`src/rtl/psum_buff_ctrl.sv`:
```
// Partial-sum buffer controller: sequences zero-fill, multi-pass accumulation and
// drain of a double-banked partial-sum FIFO pair for one PE column.
module psum_buff_ctrl #(
    parameter int unsigned CNT_W  = 8,
    parameter int unsigned DEPTH  = 62,
    parameter int unsigned PASS_W = 8,
    parameter int unsigned ROW_W  = 8
) (
    input  logic              clk,
    input  logic              rst_n,
    input  logic              start,
    input  logic [CNT_W-1:0]  cfg_row_len,
    input  logic [PASS_W-1:0] cfg_passes,
    input  logic [ROW_W-1:0]  cfg_rows,
    input  logic              pe_valid,
    output logic              pe_ready,
    output logic              p_init,
    output logic              p_valid_data,
    output logic              p_write_zero,
    output logic              odd_cnt,
    output logic              busy,
    output logic              done,
    output logic              cfg_err,
    output logic [ROW_W-1:0]  row_idx,
    output logic [PASS_W-1:0] pass_idx
);

    localparam logic [CNT_W-1:0]  CntOne  = {{(CNT_W-1){1'b0}}, 1'b1};
    localparam logic [PASS_W-1:0] PassOne = {{(PASS_W-1){1'b0}}, 1'b1};
    localparam logic [ROW_W-1:0]  RowOne  = {{(ROW_W-1){1'b0}}, 1'b1};

    typedef enum logic [2:0] {StIdle, StInit, StAccum, StGap, StFlush} state_e;

    state_e            state_q, state_d;
    logic [CNT_W-1:0]  row_len_q, row_len_d;
    logic [PASS_W-1:0] passes_q, passes_d;
    logic [ROW_W-1:0]  rows_q, rows_d;
    logic [CNT_W-1:0]  beat_q, beat_d;      // init-cycle count in INIT, beat count in ACCUM
    logic [1:0]        gap_q, gap_d;
    logic [PASS_W-1:0] pass_q, pass_d;
    logic [ROW_W-1:0]  row_q, row_d;
    logic              odd_q, odd_d;
    logic              drain_q, drain_d;
    logic [CNT_W-1:0]  drain_cnt_q, drain_cnt_d;
    logic              done_q, done_d;
    logic              cfg_err_q, cfg_err_d;
    logic              p_init_q, busy_q;

    logic cfg_ok, accept, beat_last, pass_last, row_last, drain_last, gap_done, row_start;

    assign cfg_ok = (cfg_row_len != '0) && (cfg_row_len <= CNT_W'(DEPTH)) &&
                    (cfg_passes != '0) && (cfg_rows != '0);

    assign pe_ready   = (state_q == StAccum);
    assign accept     = pe_ready & pe_valid;
    assign beat_last  = (beat_q == row_len_q - CntOne);
    assign pass_last  = (pass_q == passes_q - PassOne);
    assign row_last   = (row_q == rows_q - RowOne);
    assign gap_done   = (gap_q == 2'd2);
    assign drain_last = drain_q && (drain_cnt_q == row_len_q - CntOne);

    // Main sequencer: next state, counters and bank select.
    always_comb begin
        state_d   = state_q;
        row_len_d = row_len_q;
        passes_d  = passes_q;
        rows_d    = rows_q;
        beat_d    = beat_q;
        gap_d     = gap_q;
        pass_d    = pass_q;
        row_d     = row_q;
        odd_d     = odd_q;
        done_d    = 1'b0;
        cfg_err_d = 1'b0;
        row_start = 1'b0;
        unique case (state_q)
            StIdle: begin
                if (start) begin
                    if (cfg_ok) begin
                        row_len_d = cfg_row_len;
                        passes_d  = cfg_passes;
                        rows_d    = cfg_rows;
                        beat_d    = '0;
                        pass_d    = '0;
                        row_d     = '0;
                        state_d   = StInit;
                    end else begin
                        cfg_err_d = 1'b1;
                    end
                end
            end
            StInit: begin
                if (beat_last) begin
                    beat_d  = '0;
                    pass_d  = '0;
                    row_d   = '0;
                    odd_d   = 1'b0;
                    state_d = StAccum;
                end else begin
                    beat_d = beat_q + CntOne;
                end
            end
            StAccum: begin
                if (accept) begin
                    if (beat_last) begin
                        beat_d  = '0;
                        gap_d   = '0;
                        state_d = StGap;
                    end else begin
                        beat_d = beat_q + CntOne;
                    end
                end
            end
            StGap: begin
                if (!gap_done) begin
                    gap_d = gap_q + 2'd1;
                end else if (!pass_last) begin
                    pass_d  = pass_q + PassOne;
                    state_d = StAccum;
                end else if (!drain_q || drain_last) begin
                    // Bank swap waits for any running drain so it never toggles mid-drain.
                    row_start = 1'b1;
                    odd_d     = ~odd_q;
                    pass_d    = '0;
                    if (row_last) begin
                        state_d = StFlush;
                    end else begin
                        row_d   = row_q + RowOne;
                        state_d = StAccum;
                    end
                end
            end
            StFlush: begin
                if (drain_last) begin
                    done_d  = 1'b1;
                    state_d = StIdle;
                end
            end
            default: state_d = StIdle;
        endcase
    end

    // Drain engine: runs row_len cycles after each completed row, independent of PE flow.
    always_comb begin
        drain_d     = drain_q;
        drain_cnt_d = drain_cnt_q;
        if (row_start) begin
            drain_d     = 1'b1;
            drain_cnt_d = '0;
        end else if (drain_q) begin
            if (drain_last) begin
                drain_d     = 1'b0;
                drain_cnt_d = '0;
            end else begin
                drain_cnt_d = drain_cnt_q + CntOne;
            end
        end
    end

    // State and registered outputs.
    always_ff @(posedge clk or negedge rst_n) begin
        if (!rst_n) begin
            state_q     <= StIdle;
            row_len_q   <= '0;
            passes_q    <= '0;
            rows_q      <= '0;
            beat_q      <= '0;
            gap_q       <= '0;
            pass_q      <= '0;
            row_q       <= '0;
            odd_q       <= 1'b0;
            drain_q     <= 1'b0;
            drain_cnt_q <= '0;
            done_q      <= 1'b0;
            cfg_err_q   <= 1'b0;
            p_init_q    <= 1'b0;
            busy_q      <= 1'b0;
        end else begin
            state_q     <= state_d;
            row_len_q   <= row_len_d;
            passes_q    <= passes_d;
            rows_q      <= rows_d;
            beat_q      <= beat_d;
            gap_q       <= gap_d;
            pass_q      <= pass_d;
            row_q       <= row_d;
            odd_q       <= odd_d;
            drain_q     <= drain_d;
            drain_cnt_q <= drain_cnt_d;
            done_q      <= done_d;
            cfg_err_q   <= cfg_err_d;
            p_init_q    <= (state_d == StInit);
            busy_q      <= (state_d != StIdle);
        end
    end

    assign p_valid_data = accept;
    assign p_init       = p_init_q;
    assign p_write_zero = drain_q;
    assign odd_cnt      = odd_q;
    assign busy         = busy_q;
    assign done         = done_q;
    assign cfg_err      = cfg_err_q;
    assign row_idx      = row_q;
    assign pass_idx     = pass_q;

endmodule

```
`config.mk`:
```
export PLATFORM = sky130hd
export DESIGN_NAME = psum_buff_ctrl
export DESIGN_NICKNAME = d
export VERILOG_FILES = /design/src/rtl/psum_buff_ctrl.sv
export SDC_FILE = /design/constraint.sdc
export NUM_CORES = 1
export LEC_CHECK = 0
export BUFFER_PORTS_ARGS = -buffer_cell sky130_fd_sc_hd__buf_4
export CORE_ASPECT_RATIO = 1.4
export CORE_UTILIZATION = 55
export DETAILED_ROUTE_END_ITERATION = 7
export GPL_TIMING_DRIVEN = 0
export PLACE_DENSITY_LB_ADDON = 0.15
export SYNTH_ARGS = -nofsm -noshare
export SYNTH_HDL_FRONTEND = slang
export SYNTH_SLANG_ARGS = --single-unit
export TNS_END_PERCENT = 30
```
`constraint.sdc`:
```
create_clock -name clk -period 3.8 [get_ports clk]
set_input_delay 0.76 -clock clk [delete_from_list [all_inputs] [get_ports clk]]
set_output_delay 0.76 -clock clk [all_outputs]
set_load 0.005 [all_outputs]
```
* Word-level counts from Yosys, hierarchy flattened
Index checks and enable logic that the tools add are counted.
Word-level totals: register bits after elaboration 67, bits of input ports 28, output and inout port bits 24, logic and storage cells 119
Operators by class: add/sub/neg operators 8, order comparisons 1, equality and inequality tests 21, muxes and demuxes 50, bitwise operators 2, reductions and logical operators 22
Operators by type and width (number):
- $mux W8 | 15
- $pmux W8 S3 | 3
- $add A8 B1 Y8 const B | 4
- $eq A8 B8 Y1 | 4
- $mux W3 | 10
- $reduce_bool A8 Y1 | 3
- $sub A8 B1 Y8 const B | 3
- $mux W1 | 16
- $ne A2 B2 Y1 const B | 8
- $pmux W3 S5 | 1
- $reduce_bool A3 Y1 | 3
- $le A8 B6 Y1 const B | 1
- $reduce_and A4 Y1 | 2
- $reduce_and A8 Y1 | 1
- $eq A3 B1 Y1 const B | 2
- $eq A3 B2 Y1 const B | 2
- $mux W2 | 3
- $reduce_and A6 Y1 | 1
- $reduce_bool A2 Y1 | 3
- $reduce_and A5 Y1 | 1
- $logic_and A1 B1 Y1 | 4
- $ne A2 B1 Y1 const B | 2
- $pmux W2 S2 | 1
- $eq A3 B3 Y1 const B | 1
- other kinds (10) | 10

* Logic depth before layout (Yosys ltp)
depth after elaboration 9, depth in mapped cells 12, depth with buffers taken out 11

* Worst setup path before layout
OpenSTA, ideal clock, no wires.
kind register -> register, start point register row_len_q[0], end point register busy_q (netlist: busy), library setup time 0.131 ns, arrival 2.992 ns, required time 3.669 ns, setup slack 0.677 ns, cell stages (with the launch flop) 13, buffers on the path 2, clock period less this slack 3.123 ns, cells stage by stage dfrtp_1 -> clkbuf_1 -> inv_1 -> ha_1 -> nor3b_4 -> xnor2_1 -> or4_4 -> a2111oi_4 -> nand2b_1 -> buf_4 -> and3_4 -> a41oi_4 -> or3_1
On the way: cells in the longest elaborated chain, start to end 9, elaborated cells between the ends (all ways) 14, those cells by class add/sub (1); eq/ne (2); mux (8); reduce/logical (3)
Ends and longest elaborated chain:
- from (decl) | RTL line 35 | logic [CNT_W-1:0] row_len_q, row_len_d;
- from (signal assigned) | RTL line 180 | row_len_q <= row_len_d;
- $sub A8 B1 Y8 * | RTL line 56, 60
- $eq A8 B8 Y1 | RTL line 60 | assign drain_last = drain_q && (drain_cnt_q == row_len_q - CntOne);
- $logic_and A1 B1 Y1 | RTL line 60
- $logic_or A1 B1 Y1 | RTL line 120 | end else if (!drain_q || drain_last) begin
- $mux W3 | RTL line 120
- $mux W3 | RTL line 117 | end else if (!pass_last) begin
- $mux W3 | RTL line 115 | if (!gap_done) begin
- $pmux W3 S5 * | RTL line 76 | unique case (state_q)
- net state_d[1] | RTL line 34 | state_e state_q, state_d;
- $reduce_bool A3 Y1 * | RTL line 193 | busy_q <= (state_d != StIdle);
- to (signal assigned) | RTL line 193
- to (decl) | RTL line 47 | logic p_init_q, busy_q;
Mark *: on every way through the listed nets, which the timed path passes. The rest lies on a longest branch. A chain may end at the register's enable or synchronous reset.

* Worst setup path in the final report
start point register row_len_q[0], end point register row_q[6] (netlist: row_idx[6])
On the way: cells in the longest elaborated chain, start to end 6, elaborated cells between the ends (all ways) 8, those cells by class add/sub (1); eq/ne (4); reduce/logical (3)
Ends and longest elaborated chain:
- $sub A8 B1 Y8 * | RTL line 56, 60
- $eq A8 B8 Y1 | RTL line 60
- $logic_and A1 B1 Y1 | RTL line 60
- $logic_or A1 B1 Y1 | RTL line 120
- $ne A2 B2 Y1 (no line)
- $reduce_and A8 Y1 (no line) *
- to (signal assigned) | RTL line 186 | row_q <= row_d;
- to (decl) | RTL line 41 | logic [ROW_W-1:0] row_q, row_d;
Mark *: on every way between the ends. The rest lies on a longest branch, timed or not.

==> reports/summary.txt <==
I/O pin total = 52
Worst Skew = 10.7 ps
post-layout util = 67.4%
leading cell type in the layout, fill and taps excluded = dfrtp_1
cell area after layout = 4990 um^2
Hold Fails Final Rpt = 0
number of global-route vias before repair = 3,641
status = completed
clock tree buffer depth = 2
slowest CP cell = or4_4
TritonCTS clock tree = done
Clk Latency, worst-skew pair = 350 ps
Initial DRT Pass Iterations = 4
Seq cells post-synth = 67
VDD IR max = 0.000357 V
Hold WS = 506 ps
register area share after synthesis = 39.7%
syn_nets = 482
WP data arrival = 3710 ps
Antenna Nets Post-Route = 0
initial antenna violation count = 0
Hold Startpoint = gap_q[1]
slew of the pin with the lowest slew margin = 1070 ps
min-delay worst type = register to register
Placed Instance Area = 4730 um^2
Port Buffer Count = 51
Chip Height = 106 um
Post-Synthesis Cells = 446
Syn. warnings = 0
largest net degree at the start of global routing = 68
layout cells sized above 1 = 20.8%
ys async rst share = 100%
crit-path max cell delay = 540 ps
Setup crit end kind = register
CP Launch Type = register
RSZ-0062 raised after global routing = false
row cnt = 37
Crit Path Class = register to register
H-tree depth = 3
cell breakdown of the critical path = clkbuf_1 -> inv_1 -> ha_1 -> nor3b_4 -> xnor2_1 -> or4_4 -> a2111oi_4 -> o2111ai_1 -> nand2_1 -> nand2_1 -> o32a_1
fillcell total = 604
total wire length = 10,400 um
gr usage total = 27.0%
final setup violation count = 0
r2r endpoint = row_idx[6]
Crit. Startpoint = row_len_q[0]
LEAKAGE = 2.23 nW
# nets final = 545
CP bufs+invs = 2
critical path data required time = 4040 ps
fmax = 0.288 GHz
drt wl/cell = 17.1 um
initial DRC count = 198
first-pass GRT wire length = 17,000 um
die area = 8030 um^2
Vias/cell = 5.98
synthesis-to-finish area growth = 18.3%
most frequent cells in the layout = dfrtp_1, buf_4, nand2_1
Yosys cell types = 62
most frequent CP cell = nand2_1
Avg Cell Area, Syn = 9.47 um^2
Initial Util = 57.0%
GRT overflow = 0
clock sinks = 67
Inserted Clock Buffers = 9
Critical Path End = row_idx[6]
dpl hpwl = 7540 um
core area = 7410 um^2
path depth of the worst reg2reg path = 11
gpl congestion = 0.830
Clk pin slew, worst setup/hold paths = 80 ps
DRC viols = 0
Worst R2R Setup Slack = 330 ps
Clock Tree Root = clkbuf_8
period utilization = 91.4%
worst r2r src = row_len_q[0]
Max Cap Viol = 0
cell depth of the worst setup path = 11
Pwr Total = 0.00338 W
Crit Path Max Fanout = 7
Top delay family on crit path = simple AND/OR/NAND/NOR gates
via count = 3,655
Synth Flop Type = dfrtp_1
Max-slew headroom = 28.2%
Synth Cell Area = 4220 um^2
Tmin final = 3470 ps
Post-synth EDFFs = 0
chip width = 76.0 um
setup TNS = 0 ps
n_diodes = 0
Final Slew Violations = 0
P per Cell Area = 677 nW/um^2
==> area by class of cell <==
class	instances	area (um^2)	share of cell area, %
Inverter	20	75.1	1.50
Clock buffer	13	179	3.58
Multi-Input combinational cell	343	2410	48.3
Buffer	16	73.8	1.48
Timing Repair Buffer	52	390	7.82
Sequential cell	67	1680	33.6
Clock inverter	3	67.6	1.35
Tap cell	97	121	2.43
==> state kept, by name, indices dropped and copies added (netlist names) <==
signal / count
rows_q: 8
row_idx: 8
p_write_zero: 1
cfg_err: 1
done: 1
pass_idx: 8
beat_q: 8
p_init: 1
passes_q: 8
state_q: 3
busy: 1
gap_q: 2
row_len_q: 8
odd_cnt: 1
drain_cnt_q: 8
==> repair_timing <==
action                                  CTS  global route
endpoints found under the setup margin    0             6
hold buffers                              0             0
setup buffers                             0             1
resized for setup                         0             3
==> cell families (layout without fill, tap and decap cells) <==
group                      Yosys count  count (layout)  synth area share, %
and+or+nand+nor                    173             173                 22.3
AOI/OAI and AO/OA                   99              99                 17.0
DFF                                 67              67                 39.7
xor gates and xnor gates            38              38                 8.57
buffers and inverters               36             104                 3.53
muxes                               25              25                 6.52
adders and majority gates            8               8                 2.37
==> power by group <==
group / internal (W) / total, W / switching, W
combinational: 0.000710 / 0.00149 / 0.000785
clock: 0.000442 / 0.000728 / 0.000286
sequential: 0.000914 / 0.00116 / 0.000247
total: 0.00207 / 0.00338 / 0.00132
==> synthesized netlist by cell type, types with 6 or more instances <==
cell,n,share of area (%)
xnor2_1,24,5.0
clkbuf_1,12,1.1
ha_1,8,2.4
nor3_1,14,1.7
a22o_1,7,1.5
and2_1,6,0.89
o211ai_1,7,1.2
a21oi_1,11,1.3
nand2_1,36,3.2
dfrtp_1,67,40
nor2_1,27,2.4
and3_1,13,1.9
nor2b_1,11,1.6
nand3_1,13,1.5
xor2_1,12,2.5
mux2_2,20,5.3
o21ai_0,30,3.6
nand2b_1,9,1.3
nor4_1,10,1.5
inv_1,20,1.8
nor3b_1,6,1.1
==> how the worst min path moves through the flow <==
stage | endpoint | cells past startpoint
6_report | gap_q[1] | 2
2_1_floorplan | drain_cnt_q[7] | 1
3_3_place_gp | gap_q[1] | 2
4_1_cts | gap_q[1] | 2
3_5_place_dp | gap_q[1] | 2
5_1_grt | gap_q[1] | 2
==> stage by stage <==
| stage | setup slack [ps] | std cells |
|---|---|---|
| 2_1_floorplan | 677 | 446 |
| 3_3_place_gp | 195 | 594 |
| 3_5_place_dp | 174 | 594 |
| 4_1_cts | 184 | 610 |
| 5_1_grt | 6.97 | 611 |
| 6_report | 326 | 611 |
==> worst register-to-register path: cells and delay by family (launching register included) <==
kind | cells | cell delay [ps]
and+or+nand+nor | 4 | 1220
DFF | 1 | 360
AOI/OAI and AO/OA | 3 | 1110
buffers and inverters | 2 | 300
xor gates and xnor gates | 1 | 120
adders and majority gates | 1 | 250
==> layer usage <==
metal,vias up,track usage [%],part of all wire (%)
li1,1748,-,-
met1,1801,30.7,41
met2,88,51.0,54
met3,18,3.38,3.4
met4,0,10.3,1.7
met5,-,0,0
No activity file was read; power rests on OpenSTA's default activity.
